===== config.mk =====
export PLATFORM = sky130hd
export DESIGN_NAME = collision_engine
export DESIGN_NICKNAME = d
export VERILOG_FILES = /design/src/rtl/collision_engine.sv
export SDC_FILE = /design/constraint.sdc
export NUM_CORES = 1
export LEC_CHECK = 0
export ABC_CLOCK_PERIOD_IN_PS = 4200
export CAP_MARGIN = 25
export CORE_MARGIN = 3
export CORE_UTILIZATION = 30
export DETAILED_ROUTE_END_ITERATION = 8
export SYNTH_ARGS = -nofsm -noshare
export SYNTH_HDL_FRONTEND = slang
export SYNTH_SLANG_ARGS = --single-unit

===== constraint.sdc =====
create_clock -name clk -period 4.2 [get_ports clk]
set_clock_uncertainty 0.05 [all_clocks]
set_input_delay 0.84 -clock clk [delete_from_list [all_inputs] [get_ports clk]]
set_output_delay 0.84 -clock clk [all_outputs]
set_load 0.05 [all_outputs]

===== src/rtl/collision_engine.sv =====
// Lane-by-lane player/obstacle collision scanner with lives, grace window and game-over tracking.
// One lane is evaluated per cycle from values captured when the scan starts.
module collision_engine #(
  parameter int N_LANES      = 3,
  parameter int LANE_TOP0    = 0,
  parameter int LANE_PITCH   = 40,
  parameter int LANE_H       = 35,
  parameter int LOW_OFS      = 15,
  parameter int OBS_X        = 25,
  parameter int OBS_W        = 6,
  parameter int PLAYER_W     = 5,
  parameter int PLAYER_H     = 7,
  parameter int LIVES        = 3,
  parameter int GRACE_FRAMES = 4
) (
  input  logic                   clk,
  input  logic                   resetn,
  input  logic                   start,
  input  logic [7:0]             curr_x,
  input  logic [6:0]             curr_y,
  input  logic                   crouch,
  input  logic [2*N_LANES-1:0]   lanes,
  input  logic                   clear_game,
  output logic                   busy,
  output logic                   done,
  output logic                   collision,
  output logic [2:0]             hit_lane,
  output logic                   counted,
  output logic [3:0]             lives_left,
  output logic                   grace,
  output logic                   game_over,
  output logic [1:0]             dbg_state
);

  typedef enum logic [1:0] {
    IDLE   = 2'd0,
    SCAN   = 2'd1,
    REPORT = 2'd2
  } state_t;

  localparam logic [2:0]  LAST_LANE  = 3'(N_LANES - 1);
  localparam logic [15:0] OBS_RIGHT  = 16'(OBS_X + OBS_W - 1);
  localparam logic [15:0] OBS_LEFT   = 16'(OBS_X);
  localparam logic [15:0] P_W_M1     = 16'(PLAYER_W - 1);
  localparam logic [15:0] P_H_M1     = 16'(PLAYER_H - 1);
  localparam logic [3:0]  LIVES_INIT = 4'(LIVES);
  localparam logic [7:0]  GRACE_INIT = 8'(GRACE_FRAMES);

  state_t state, state_nx;

  logic [7:0]           cap_x;
  logic [6:0]           cap_y;
  logic                 cap_crouch;
  logic [2*N_LANES-1:0] cap_lanes;
  logic [2:0]           lane_cnt;
  logic                 acc_hit;
  logic [2:0]           acc_lane;
  logic [7:0]           grace_cnt;

  logic [15:0] px, py;
  logic [15:0] lane_top, lane_bot, band_top;
  logic [1:0]  code;
  logic        code_active, x_ovl, y_ovl, lane_hit;

  // Handshake: start is a one-cycle request honoured only in IDLE (busy=0);
  // requests while busy are dropped, and each accepted start yields exactly one done pulse.
  assign busy      = (state != IDLE);
  assign grace     = (grace_cnt != 8'd0);
  assign dbg_state = state;

  always_comb begin
    state_nx = state;
    case (state)
      IDLE:    if (start) state_nx = SCAN;
      SCAN:    if (lane_cnt == LAST_LANE) state_nx = REPORT;
      REPORT:  state_nx = IDLE;
      default: state_nx = IDLE;
    endcase
  end

  // 16-bit geometry keeps every edge sum clear of wrap-around at the input extremes.
  always_comb begin
    px          = {8'd0, cap_x};
    py          = {9'd0, cap_y};
    lane_top    = 16'(LANE_TOP0) + 16'(lane_cnt) * 16'(LANE_PITCH);
    lane_bot    = lane_top + 16'(LANE_H);
    code        = cap_lanes[{lane_cnt, 1'b0} +: 2];
    band_top    = (code == 2'b01) ? lane_top + 16'(LOW_OFS) : lane_top;
    code_active = (code == 2'b01) || (code == 2'b11) || ((code == 2'b10) && !cap_crouch);
    x_ovl       = (px <= OBS_RIGHT) && ((px + P_W_M1) >= OBS_LEFT);
    y_ovl       = (py <= lane_bot) && ((py + P_H_M1) >= band_top);
    lane_hit    = code_active && x_ovl && y_ovl;
  end

  always_ff @(posedge clk) begin
    if (!resetn) begin
      state <= IDLE;
    end else begin
      state <= state_nx;
    end
  end

  always_ff @(posedge clk) begin
    if (!resetn) begin
      cap_x      <= 8'd0;
      cap_y      <= 7'd0;
      cap_crouch <= 1'b0;
      cap_lanes  <= '0;
      lane_cnt   <= 3'd0;
      acc_hit    <= 1'b0;
      acc_lane   <= 3'd0;
      done       <= 1'b0;
      collision  <= 1'b0;
      hit_lane   <= 3'd0;
      counted    <= 1'b0;
      lives_left <= LIVES_INIT;
      grace_cnt  <= 8'd0;
      game_over  <= 1'b0;
    end else begin
      done <= 1'b0;
      case (state)
        IDLE: begin
          if (start) begin
            cap_x      <= curr_x;
            cap_y      <= curr_y;
            cap_crouch <= crouch;
            cap_lanes  <= lanes;
            lane_cnt   <= 3'd0;
            acc_hit    <= 1'b0;
            acc_lane   <= 3'd0;
          end
        end
        SCAN: begin
          if (lane_hit && !acc_hit) begin
            acc_hit  <= 1'b1;
            acc_lane <= lane_cnt;
          end
          if (lane_cnt != LAST_LANE) lane_cnt <= lane_cnt + 3'd1;
        end
        REPORT: begin
          done      <= 1'b1;
          collision <= acc_hit;
          hit_lane  <= acc_hit ? acc_lane : 3'd0;
          counted   <= 1'b0;
          if (grace_cnt != 8'd0) begin
            grace_cnt <= grace_cnt - 8'd1;
          end else if (acc_hit && !game_over && !clear_game) begin
            counted    <= 1'b1;
            lives_left <= lives_left - 4'd1;
            grace_cnt  <= GRACE_INIT;
            if (lives_left == 4'd1) game_over <= 1'b1;
          end
        end
        default: ;
      endcase
      // A restart of the game overrides whatever the report would have done to lives.
      if (clear_game) begin
        lives_left <= LIVES_INIT;
        game_over  <= 1'b0;
        grace_cnt  <= 8'd0;
      end
    end
  end

endmodule

# Word-level counts from Yosys, hierarchy flattened
# Index checks and enable logic that the tools add are counted.
[word_totals]
in_bits = 26
elab_cells = 87
ff_bits = 50
out_inout_bits = 15
[classes]
n_reduce_logical = 27
bitwise = 2
shifts = 1
eq_ne = 12
muxes = 18
mul = 1
n_addsub = 7
n_lt_le_gt_ge = 4
[ops]
columns = ["cell", "count"]
rows = [
  ["$mux 8", 2],
  ["$mux 3", 4],
  ["$pmux 3 s2", 2],
  ["$add 9x4->10 const B", 1],
  ["$add 9x6->10 const B", 1],
  ["$ge 8x10->1", 1],
  ["$le 7x10->1", 1],
  ["$mux 10", 1],
  ["$add 8x3->9 const B", 1],
  ["$ge 9x5->1 const B", 1],
  ["$reduce_and 3->1", 3],
  ["$add 7x3->8 const B", 1],
  ["$le 8x5->1 const B", 1],
  ["$logic_and 1x1->1", 8],
  ["$ne 2x2->1 const B", 4],
  ["$reduce_bool 8->1", 1],
  ["$sub 8x1->8 const B", 1],
  ["$eq 2x2->1 const B", 3],
  ["$mul 3x3->6 const B", 1],
  ["$reduce_and 2->1", 3],
  ["$reduce_bool 2->1", 3],
  ["$shiftx 6x5->2", 1],
  ["$mux 1", 5],
  ["$eq 2x1->1 const B", 2],
  ["other kinds (14)", 20],
]

# Longest topological paths before layout
[depth]
ltp_word = 9
depth_mapped = 13
ltp_nobuf = 12

# Worst setup path before layout
# Ideal clock, no wire load.
[synth_timing]
path_kind = "reg-to-reg"
start = "register lane_cnt[0]"
end = "register acc_lane[2]"
stages_incl_launch_ff = 14
slack_ns = 1.020
synth_period_minus_slack_ns = 3.180
t_arrival_ns = 3.014
path_cell_list = "dfxtp_1 -> clkbuf_1 -> inv_1 -> nor4b_1 -> o221a_2 -> nand3_1 -> xor2_1 -> ha_1 -> o21ai_0 -> a2111oi_4 -> o31ai_1 -> a211oi_2 -> o311ai_1 -> and4_1"
[synth_via]
elab_chain_cells = 9
elab_cells_between_ends = 19
cone_classes = "2 x add/sub; 1 x mul; 2 x order compare; 4 x eq/ne; 1 x shift; 1 x mux; 8 x reduce/logical"
[synth_lines]
columns = ["element", "line_no", "text"]
rows = [
  ["start: declaration", "55", "logic [2:0] lane_cnt;"],
  ["start signal: assignment", "138", "if (lane_cnt != LAST_LANE) lane_cnt <= lane_cnt + 3'd1;"],
  ["$mul 3x3->6 or $shiftx 6x5->2 (tied branches)", "85, 87", ""],
  ["$add 9x4->10, or another cell as far along", "88", "band_top = (code == 2'b01) ? lane_top + 16'(LOW_OFS) : lane_top;"],
  ["$mux 10, or another cell as far along", "88", ""],
  ["$ge 8x10->1 or $logic_or 1x1->1 (tied branches)", "91, 89", ""],
  ["$logic_and 1x1->1 (on tied branches)", "91, 92", ""],
  ["$logic_and 1x1->1 *", "92", "lane_hit = code_active && x_ovl && y_ovl;"],
  ["$logic_and 1x1->1 *", "134", "if (lane_hit && !acc_hit) begin"],
  ["$ne 2x2->1 (no line) *", "-", ""],
  ["$reduce_and 3->1 (no line) *", "-", ""],
  ["end signal: assignment", "136", "acc_lane <= lane_cnt;"],
  ["end: declaration", "57", "logic [2:0] acc_lane;"],
]
# Every way passes the cells marked *; elsewhere a longest branch is shown, timed or not.
# A chain may end at the register's enable or synchronous reset.

# Worst setup path after layout
# Ends and elaborated chain as after synthesis.

==> results.json <==
{
  "first_pass_iters": 4,
  "cts_made_buffers": 5,
  "grt_max_degree": 29,
  "overflow": 0,
  "critPathMaxFanout": 12,
  "cts_setup_buffers": 0,
  "netlist.area_leader.share_pct": 35.2,
  "synth_area_leaders": "dfxtp_1 (35%), ha_1 (10%), nand2_1 (8.8%)",
  "die_height_um": 103,
  "grt_pass1_wl_um": 10200,
  "initial_core_util_pct": 31.7,
  "antenna_found_initial": 0,
  "ys_ff_latch": 50,
  "synth_edf_count": 0,
  "cts_tree": "done",
  "hold_class": "register to register",
  "clk_latency_ns": 0.30,
  "drc": 0,
  "fmax_ghz": 0.294,
  "vias_per_cell": 4.66,
  "cap_violations": 0,
  "finalHoldViolCount": 0,
  "synth_compound_area_share_pct": 17.2,
  "num_antenna_cells": 0,
  "grt_pass1_vias": 2261,
  "core_area_um2": 8980,
  "synth_cells": 342,
  "clkSinkCount": 50,
  "ant_nets": 0,
  "finalMaxSlewViolations": 0,
  "critical_path_class": "register to register",
  "crit_slowest_cell": "dfxtp_1",
  "yosysTopAreaCell": "dfxtp_1",
  "clk_path_buf_depth": 2,
  "p_leak_uw": 0.00135,
  "path_delay_family": "compound AO/OA/AOI/OAI gates",
  "die_w_um": 103,
  "cp_data_arrival_time_ns": 3.55,
  "synth_top_flop_cell": "dfxtp_1",
  "die_area_um2": 10700,
  "synth_async_sr_flop_share_pct": 0,
  "num_vias": 2347,
  "wirelength_um": 6060,
  "yosys.area_share.simple_pct": 24.5,
  "ios": 41,
  "stdcell_count": 504,
  "period_share_pct": 80.9,
  "cts_resized": 0,
  "critPathLaunchType": "register",
  "io_buffers": 40,
  "synth_xor_area_share_pct": 6.47,
  "tightest_slew_ns": 0.890,
  "fin_nets": 426,
  "syn-cell-area_um2": 2840,
  "synth_area_per_cell_um2": 8.32,
  "setup_viol": 0,
  "required_ns": 4.35,
  "gp_congestion": 0.890,
  "synth_fa_ha_area_share_pct": 10.1,
  "grt_usage_pct": 11.9,
  "yosys-top-cells-count": "nand2_1 (67), dfxtp_1 (50), a21boi_0 (27)",
  "yosysUniqueCellTypes": 46,
  "htreeDepth": 2,
  "power_density_nw_per_um2": 290,
  "synthesis.nets": 391,
  "dp_cells": 496,
  "path_buf_inv": 1,
  "yosysWarningCount": 0,
  "synth.most_common_cell": "nand2_1",
  "ys_seq_area_share_pct": 35.2,
  "cts_root_buf": "clkbuf_8",
  "synth_top_family_by_area": "simple AND/OR/NAND/NOR gates",
  "layout-drive-gt1-share_pct": 4.50,
  "min_period_ns": 3.40,
  "dp_hpwl_um": 4630,
  "crit_chain": "inv_1 -> nor4b_1 -> o221a_2 -> nand3_1 -> xor2_1 -> ha_1 -> o21ai_0 -> a2111oi_4 -> o31ai_1 -> a211oi_2 -> o311ai_1 -> and4_1",
  "first_iter_violations": 108,
  "rows": 34,
  "rsz0062_at_grt": "false",
  "status": "completed",
  "end_kind": "register",
  "ir_drop_v": 0.000116,
  "setup_tns_ns": 0,
  "wl_per_cell_um": 12.0,
  "clk_pin_slew_ns": 0.09,
  "synth_mux_area_share_pct": 1.76,
  "max_slew_margin_pct": 40.5,
  "max_stage_delay_ns": 0.58,
  "hold_buffers": 0,
  "syn2layout_area_growth_pct": 21.9
}
cells by family (layout without fill, tap and decap cells):
kind of cell	after synthesis	count (layout)
buf+inv	36	72
fa+ha+maj	23	23
compound gates	63	63
mux	5	5
simple gates	144	144
flops	50	50
xor+xnor	21	21
layer usage:
metal  GRT usage (%)  routed length (µm)  vias to the layer above
li1                -                   -                     1230
met1            15.4                2870                     1083
met2            20.1                2910                       26
met3            1.88                 153                        8
met4            4.28                 123                        0
met5               0                   0                        -
stage by stage:
| step | total power (µW) | setup WS (ns) | utilization, % | area, µm² | hold slack [ns] |
|---|---|---|---|---|---|
| floorplan | 627 | 1.02 | - | 2840 | 0.393 |
| CTS | 1020 | 0.807 | 38.6 | 3470 | 0.423 |
| detailed placement | 685 | 0.821 | 37.4 | 3360 | 0.410 |
| global route | 1060 | 0.475 | 38.6 | 3470 | 0.444 |
| global placement | 680 | 0.899 | 37.4 | 3360 | 0.405 |
| finish | 1000 | 0.802 | 38.6 | 3470 | 0.420 |
worst min-delay path: stages, from the launching register on:
cell	delay (ns)
dfxtp_1	0.32
nand2_1	0.04
a21boi_0	0.06
power by group:
part | leakage [µW] | internal, µW | switching, µW
logic | 0.000886 | 78.4 | 86.0
clock network | 0.0000524 | 178 | 153
registers | 0.000407 | 489 | 19.4
state kept, by name, summed over array words and instances (netlist names), 3 cells and up:
name,count
acc_lane,3
cap_lanes,6
cap_x,8
cap_y,7
grace_cnt,8
hit_lane,3
lane_cnt,3
lives_left,4
cells in the final DEF (no fill, tap or decap), types with 2 or more instances in the layout:
| cell type | synthesis | final |
|---|---|---|
| xnor2_1 | 13 | 13 |
| clkbuf_8 | 0 | 5 |
| o21ai_0 | 9 | 9 |
| ha_1 | 23 | 23 |
| clkbuf_1 | 12 | 2 |
| clkdlybuf4s50_1 | 0 | 40 |
| nand2b_1 | 4 | 4 |
| nand4_1 | 2 | 2 |
| nor2b_1 | 7 | 7 |
| nand2_1 | 67 | 67 |
| or4_4 | 2 | 2 |
| mux2i_1 | 5 | 5 |
| a211oi_1 | 2 | 2 |
| o31ai_1 | 3 | 3 |
| nor3_1 | 6 | 6 |
| a21boi_0 | 27 | 27 |
| inv_1 | 23 | 23 |
| nor2_1 | 24 | 24 |
| nand3_1 | 11 | 11 |
| dfxtp_1 | 50 | 50 |
| xor2_1 | 8 | 8 |
| and3_1 | 5 | 5 |
| and2_1 | 5 | 5 |
| nor4b_1 | 2 | 2 |
| a21oi_1 | 9 | 9 |
worst paths after layout:
| check | endpoint | startpoint | slack, ns | depth (start not counted) |
|---|---|---|---|---|
| min reg2reg | counted | counted | 0.42 | 2 |
| max | acc_lane[2] | lane_cnt[0] | 0.80 | 12 |
| min | counted | counted | 0.42 | 2 |
| max reg2reg | acc_lane[2] | lane_cnt[0] | 0.80 | 12 |
cell type report:
class / count / area [µm²]
Tap cell: 126 / 158
Timing Repair Buffer: 41 / 408
Multi-Input combinational cell: 256 / 1710
Clock buffer: 7 / 76.3
Inverter: 23 / 86.3
Fill cell: 929 / 5510
Sequential cell: 50 / 1000
Clock inverter: 1 / 30.0
Note: power is estimated with default switching activity, not from simulation.
